[src/rtl/rr_req_arbiter.sv]
// Round-robin arbiter: 8 requesters share one resource. The grant is held until the
// owner signals done or drops its request. Optional grant-hold watchdog is built when
// RR_ARB_WATCHDOG_EN is defined; otherwise timeout_o is tied low.
module rr_req_arbiter #(
  parameter int unsigned N    = 8,
  parameter int unsigned IDXW = 3
`ifdef RR_ARB_WATCHDOG_EN
  ,
  parameter int unsigned MAX_HOLD = 16
`endif
) (
  input  logic            clk_i,
  input  logic            rst_ni,
  input  logic [N-1:0]    req_i,
  input  logic            done_i,
  output logic [N-1:0]    gnt_o,
  output logic [IDXW-1:0] gnt_idx_o,
  output logic            gnt_vld_o,
  output logic            timeout_o
);

  typedef enum logic [0:0] {StIdle, StGrant} state_e;

  state_e          state_q, state_d;
  logic [IDXW-1:0] ptr_q, ptr_d;
  logic [IDXW-1:0] idx_q, idx_d;
  logic [N-1:0]    gnt_q, gnt_d;

  logic            pick_vld;
  logic [IDXW-1:0] pick_idx;
  logic [IDXW-1:0] cand;
  logic            release_req;
  logic            force_rel;

  // Rotating scan: walk from the farthest offset down so the nearest set bit at or after
  // ptr wins. Index arithmetic wraps naturally at IDXW bits.
  always_comb begin
    pick_vld = 1'b0;
    pick_idx = '0;
    cand     = '0;
    for (int k = int'(N) - 1; k >= 0; k--) begin
      cand = ptr_q + IDXW'(k);
      if (req_i[cand]) begin
        pick_vld = 1'b1;
        pick_idx = cand;
      end
    end
  end

  // Owner finishes or withdraws; both at once are a single release.
  assign release_req = done_i | ~req_i[idx_q];

`ifdef RR_ARB_WATCHDOG_EN
  localparam int unsigned HoldW = (MAX_HOLD > 1) ? $clog2(MAX_HOLD) : 1;

  logic [HoldW-1:0] hold_q, hold_d;
  logic             timeout_q, timeout_d;

  // A normal release on the limit cycle takes priority, so no forced release then.
  assign force_rel = (state_q == StGrant) && !release_req &&
                     (hold_q == HoldW'(MAX_HOLD - 1));

  // Hold counter runs only while a grant is kept; timeout pulses with the forced release.
  always_comb begin
    hold_d    = '0;
    timeout_d = force_rel;
    if ((state_q == StGrant) && !release_req && !force_rel) begin
      hold_d = hold_q + HoldW'(1);
    end
  end

  // Watchdog state.
  always_ff @(posedge clk_i or negedge rst_ni) begin
    if (!rst_ni) begin
      hold_q    <= '0;
      timeout_q <= 1'b0;
    end else begin
      hold_q    <= hold_d;
      timeout_q <= timeout_d;
    end
  end

  assign timeout_o = timeout_q;
`else
  assign force_rel = 1'b0;
  assign timeout_o = 1'b0;
`endif

  // Next-state: grant from IDLE, release (normal or forced) from GRANT with ptr advance.
  always_comb begin
    state_d = state_q;
    ptr_d   = ptr_q;
    idx_d   = idx_q;
    gnt_d   = gnt_q;
    unique case (state_q)
      StIdle: begin
        if (pick_vld) begin
          state_d         = StGrant;
          idx_d           = pick_idx;
          gnt_d           = '0;
          gnt_d[pick_idx] = 1'b1;
        end
      end
      StGrant: begin
        if (release_req || force_rel) begin
          state_d = StIdle;
          idx_d   = '0;
          gnt_d   = '0;
          ptr_d   = idx_q + IDXW'(1);
        end
      end
      default: state_d = StIdle;
    endcase
  end

  // Arbiter state register; reset drops any grant at once.
  always_ff @(posedge clk_i or negedge rst_ni) begin
    if (!rst_ni) begin
      state_q <= StIdle;
      ptr_q   <= '0;
      idx_q   <= '0;
      gnt_q   <= '0;
    end else begin
      state_q <= state_d;
      ptr_q   <= ptr_d;
      idx_q   <= idx_d;
      gnt_q   <= gnt_d;
    end
  end

  assign gnt_o     = gnt_q;
  assign gnt_idx_o = idx_q;
  assign gnt_vld_o = (state_q == StGrant);

endmodule

[config.mk]
export PLATFORM = sky130hd
export DESIGN_NAME = rr_req_arbiter
export DESIGN_NICKNAME = d
export VERILOG_FILES = /design/src/rtl/rr_req_arbiter.sv
export SDC_FILE = /design/constraint.sdc
export NUM_CORES = 1
export LEC_CHECK = 0
export BUFFER_PORTS_ARGS = -buffer_cell sky130_fd_sc_hd__buf_2
export CORE_MARGIN = 2
export CORE_UTILIZATION = 50
export DETAILED_ROUTE_END_ITERATION = 8
export PLACE_DENSITY = 0.72
export SYNTH_ARGS = -nofsm -noshare
export SYNTH_HDL_FRONTEND = slang
export SYNTH_SLANG_ARGS = --single-unit
export TNS_END_PERCENT = 5
[constraint.sdc]
create_clock -name clk_i -period 7.4 [get_ports clk_i]
set_clock_uncertainty 0.05 [all_clocks]
set_input_delay 1.48 -clock clk_i [delete_from_list [all_inputs] [get_ports clk_i]]
set_output_delay 1.48 -clock clk_i [all_outputs]
set_load 0.01 [all_outputs]
# After elaboration in Yosys (flattened, before gate mapping)
# Cells that the tools add are included.
dict set report word_totals {
  romBits 0
  mem_bits_rw 0
  n_memories 0
  word_cells 76
  latchBits 0
  regBits 15
}
dict set report op_classes {
  n_mul 0
  reduce_logical 3
  eq_ne 2
  n_shift 0
  muxes 45
  add_sub_neg 8
  div_mod_pow 0
  n_lt_le_gt_ge 11
  bitwise 3
}
# cell count
set op_table {}
lappend op_table {{less-than comparator 3 x 4 -> 1 bit (second input constant)} 10}
lappend op_table {{2-to-1 mux 3 bit} 10}
lappend op_table {{binary-select mux 1 bit (select 3 bit)} 9}
lappend op_table {{2-to-1 mux 1 bit} 20}
lappend op_table {{2-to-1 mux 8 bit} 2}
lappend op_table {{case mux 8 bit (2 select lines)} 1}
lappend op_table {{adder 3 bit (second input constant)} 4}
lappend op_table {{adder 3 x 1 -> 3 bit (second input constant)} 2}
lappend op_table {{adder 3 x 2 -> 3 bit (second input constant)} 2}
lappend op_table {{case mux 3 bit (2 select lines)} 1}
lappend op_table {{AND reduction 2 bit} 2}
lappend op_table {{demux 1 bit (select 3 bit)} 1}
lappend op_table {{greater-or-equal comparator 3 x 1 -> 1 bit (second input constant)} 1}
lappend op_table {{inequality test 2 x 1 -> 1 bit (second input constant)} 1}
lappend op_table {{inequality test 2 bit (second input constant)} 1}
lappend op_table {{inverter 1 bit} 2}
lappend op_table {{case mux 1 bit (2 select lines)} 1}
lappend op_table {{logical AND 1 bit} 1}
lappend op_table {{OR 1 bit} 1}

# Longest topological paths before layout
dict set report logic_depth {
  ltp_word 17
  depth_mapped 12
  ltp_nobuf 9
}

# Worst setup path before layout
# No wires, ideal clock.
dict set report synth_path {
  path_kind {input-to-reg}
  from {input req_i[1]}
  to {register gnt_q[5], in the netlist gnt_o[5]}
  t_required_ps 7284
  t_arrival_ps 3374
  setup_time_ps 66
  path_stages 7
  slack_ps 3909
  cell_sequence {mux4_2 mux2_4 or3_1 a311o_1 a21boi_2 and2b_1 a22o_1}
}
dict set report synth_via {
  elab_chain_cells 16
  word_cells_on_any_way 46
  cone_classes {order compare: 2; eq/ne: 2; mux: 38; bitwise: 2; reduce/logical: 2}
}
# item line
set synth_lines {}
lappend synth_lines {{start, declared} 14} ;# input logic [N-1:0] req_i,
lappend synth_lines {{binary-select mux 1 bit (select 3 bit)} 43} ;# if (req_i[cand]) begin
lappend synth_lines {{2-to-1 mux 1 bit (not written as such)} 43}
lappend synth_lines {{2-to-1 mux 3 bit (8 in series)} 43}
lappend synth_lines {{less-than comparator 3 x 4 -> 1 bit (not written as such) / greater-or-equal comparator 3 x 1 -> 1 bit (equally long branches)} 101} ;# gnt_d[pick_idx] = 1'b1;
lappend synth_lines {{logical AND 1 bit (not written as such)} 101}
lappend synth_lines {{2-to-1 mux 1 bit (not written as such)} 101}
lappend synth_lines {{demux 1 bit (select 3 bit)} 101}
lappend synth_lines {{2-to-1 mux 8 bit} 97} ;# if (pick_vld) begin
lappend synth_lines {{case mux 8 bit (2 select lines)} 95} ;# unique case (state_q)
lappend synth_lines {{end signal, assigned} 127} ;# gnt_q <= gnt_d;
lappend synth_lines {{end, declared} 27} ;# logic [N-1:0] gnt_q, gnt_d;
# Parallel ways exist; a longest one is shown, timed or not. The select of a mux whose other input is x is not followed.
# A chain may end at the register's enable or synchronous reset.

# Worst setup path after layout
dict set report layout_path {
  from {register ptr_q[0]}
  to {register gnt_q[5], in the netlist gnt_o[5]}
}
dict set report layout_via {
  elab_chain_cells 17
  word_cells_on_any_way 48
  cone_classes {add/sub: 7; order compare: 2; eq/ne: 1; mux: 36; reduce/logical: 2}
}
# item line
set layout_lines {}
lappend layout_lines {{start, declared} 25} ;# logic [IDXW-1:0] ptr_q, ptr_d;
lappend layout_lines {{start signal, assigned} 125} ;# ptr_q <= ptr_d;
lappend layout_lines {{adder 3 bit} 42} ;# cand = ptr_q + IDXW'(k);
lappend layout_lines {{binary-select mux 1 bit (select 3 bit)} 43}
lappend layout_lines {{2-to-1 mux 1 bit (not written as such)} 43}
lappend layout_lines {{2-to-1 mux 3 bit (8 in series)} 43}
lappend layout_lines {{less-than comparator 3 x 4 -> 1 bit (not written as such) / greater-or-equal comparator 3 x 1 -> 1 bit (equally long branches)} 101}
lappend layout_lines {{logical AND 1 bit (not written as such)} 101}
lappend layout_lines {{2-to-1 mux 1 bit (not written as such)} 101}
lappend layout_lines {{demux 1 bit (select 3 bit)} 101}
lappend layout_lines {{2-to-1 mux 8 bit} 97}
lappend layout_lines {{case mux 8 bit (2 select lines)} 95}
# Parallel ways exist; a longest one is shown, timed or not. The select of a mux whose other input is x is not followed.

==> flow_metrics.env <==
export IMPL_die_h_um=58.87
export IMPL_ctsHoldBuffers=0
export IMPL_cts_tree="yes"
export IMPL_max_slew_worst_pin_slew_ns=0.8246
export IMPL_synth_warnings=0
export IMPL_synth_seq_cells=15
export IMPL_antenna_left=0
export IMPL_ys_types=50
export IMPL_synth_edff_count=0
export IMPL_rr_startpoint="ptr_q[0]"
export IMPL_grt_pass1_wl_mm=5.954
export IMPL_num_vias=1266
export IMPL_rows=19
export IMPL_min_from="gnt_o[6]"
export IMPL_grt_pass1_vias=1267
export IMPL_grt_max_degree=19
export IMPL_dr_pass1_iters=4
export IMPL_drv_slew=0
export IMPL_slowest_delay_ns=0.89
export IMPL_synthArstFlopShare_pct=100.0
export IMPL_cp_start_kind="register"
export IMPL_synth_adder_area_share_pct=2.494
export IMPL_pre_cts_slack_ns=3.616
export IMPL_final_cell_mix="22 x buf_2, 18 x nand2_1, 15 x dfrtp_1, 10 x mux2i_1, 10 x o21ai_0"
export IMPL_cp_data_arrival_time_ns=3.89
export IMPL_hp_class="register to register"
export IMPL_dieArea_um2=3465
export IMPL_cts_resized_gates=0
export IMPL_start_util_pct=53.66
export IMPL_timing_final_ws_setup_ns=3.690
export IMPL_ios=24
export IMPL_layout_drive_gt1_share_pct=28.66
export IMPL_multi_input_area_um2=1041
export IMPL_status="finished clean"
export IMPL_drtIter0Drc=42
export IMPL_drc=0
export IMPL_critPathBufInv=0
export IMPL_cts_setup_buffers=0
export IMPL_antenna_found_initial=0
export IMPL_synth_fp_nets=160
export IMPL_avgRoutedWirePerCell_um=17.62
export IMPL_antenna_cells=0
export IMPL_critPathRequiredTime_ns=7.58
export IMPL_fill_cells=251
export IMPL_htreeDepth=1
export IMPL_crit_fanout=18
export IMPL_layout_commonest_cell="buf_2"
export IMPL_vias_per_cell=6.492
export IMPL_synth_simple_gate_area_share_pct=11.14
export IMPL_setup_tns_ns=0
export IMPL_overflow=0
export IMPL_clkTransAtPathRegs_ns=0.09
export IMPL_hold_violations=0
export IMPL_synth_top_family_by_area="multiplexers"
export IMPL_min_period_ns=3.710
export IMPL_path_class="register to register"
export IMPL_synth_xor_area_share_pct=4.073
export IMPL_root_buffer="clkbuf_4"
export IMPL_max_freq_mhz=269.6
export IMPL_track_usage_pct=22.28
export IMPL_layout_nets=179
export IMPL_dp_final_hpwl_mm=2.634
export IMPL_relSlewSlack_pct=45.03
export IMPL_wirelength_mm=3.435
export IMPL_synth_compound_area_share_pct=21.61
export IMPL_fin_crit_sh_pct=50.13
export IMPL_crit_path_start="ptr_q[0]"
export IMPL_cts_sinks=15
export IMPL_worstSkewPairLatency_ns=0.28
export IMPL_maxCapViolCount=0
export IMPL_clockBufferDepth=2
export IMPL_gp_congestion=0.8924
export IMPL_muxShareOfSynthArea_pct=29.59
export IMPL_numPortBuffers=22
export IMPL_seq_area_um2=375.4
export IMPL_cts_buffers=3
export IMPL_synth_seq_area_share_pct=24.94
export IMPL_coreArea_um2=2805
export IMPL_crit_slowest_cell="dfrtp_1"
export IMPL_cp_top_family="flip-flops"
export IMPL_crit_path_end_kind="register"
export IMPL_syn_instance_count=146
export IMPL_netlist_area_um2=1505
export IMPL_die_w_um=58.87
export IMPL_rsz0062_at_grt="false"
export IMPL_synthFlopType="dfrtp_1"
export IMPL_path_cells="ha_1 -> xor2_1 -> mux4_2 -> or2_2 -> a311o_1 -> a21boi_2 -> and2b_1 -> a22o_1"
export IMPL_setup_viol=0
export IMPL_syn_to_final_growth_pct=7.315
export IMPL_synth_area_per_cell_um2=10.31
[worst paths after layout]
check / cells past startpoint / slack [ns] / to
max in group asynchronous: 1 / 6.04 / gnt_o[1]
max: 8 / 3.69 / gnt_o[5]
min reg2reg: 2 / 0.43 / gnt_o[6]
max reg2reg: 8 / 3.69 / gnt_o[5]
min: 2 / 0.43 / gnt_o[6]
min in group asynchronous: 1 / 1.02 / gnt_o[3]
[cell type report]
cell class / instances / share of cell area (%)
Clock buffer: 3 / 1.394
Clock inverter: 1 / 0.3098
Inverter: 6 / 1.394
Multi-Input combinational cell: 117 / 64.45
Sequential cell: 15 / 23.24
Tap cell: 31 / 2.401
Timing Repair Buffer: 22 / 6.816
[cell families (layout without fill, tap and decap cells)]
family          after synthesis  count (layout)
xor+xnor                      7               7
other cells                   1               1
mux                          27              27
simple gates                 35              35
flops                        15              15
fa+ha+maj                     3               3
compound gates               44              44
buf+inv                      14              32
[metal layers]
layer	vias to the layer above	part of all wire, %	GRT usage (%)
met3	2	3.3	4.835
li1	598	-	-
met4	0	0.44	4.870
met2	28	51	36.83
met5	-	0	0
met1	638	45	30.13
[synth_stat cells, drive strengths merged (4+ instances only)]
cell type,number,area share [%]
mux2i,10,6.7
buf,6,3.9
nand2,18,4.5
nand3,4,1.3
xnor2,4,2.3
dfrtp,15,25
mux4,12,19
o21ai,13,4.3
mux2,5,4.2
inv,6,1.5
a22o,6,3.5
[worst register-to-register path, cell delays in order (launching register included)]
cell and delay (ns):
dfrtp_1 0.89, ha_1 0.44, xor2_1 0.47, mux4_2 0.61
or2_2 0.32, a311o_1 0.40, a21boi_2 0.20, and2b_1 0.16
a22o_1 0.12
[stage by stage]
stage / area (um^2) / cells / util [%] / hold WS [ns]
6_report: 1615 / 195 / 57.58 / 0.4301
5_1_grt: 1615 / 195 / 57.58 / 0.4696
4_1_cts: 1615 / 195 / 57.58 / 0.4408
3_5_place_dp: 1588 / 191 / 56.60 / 0.4221
3_3_place_gp: 1588 / 191 / 56.60 / 0.4085
2_1_floorplan: 1505 / 146 / - / 0.4662
[sequential cells by signal, summed over array words and instances, names as in the netlist]
name	cells
gnt_o	8
gnt_idx_o	3
ptr_q	3
gnt_vld_o	1
Power is not shown: default switching activity piles up to over one toggle a cycle in this logic, so the estimate is an artifact.
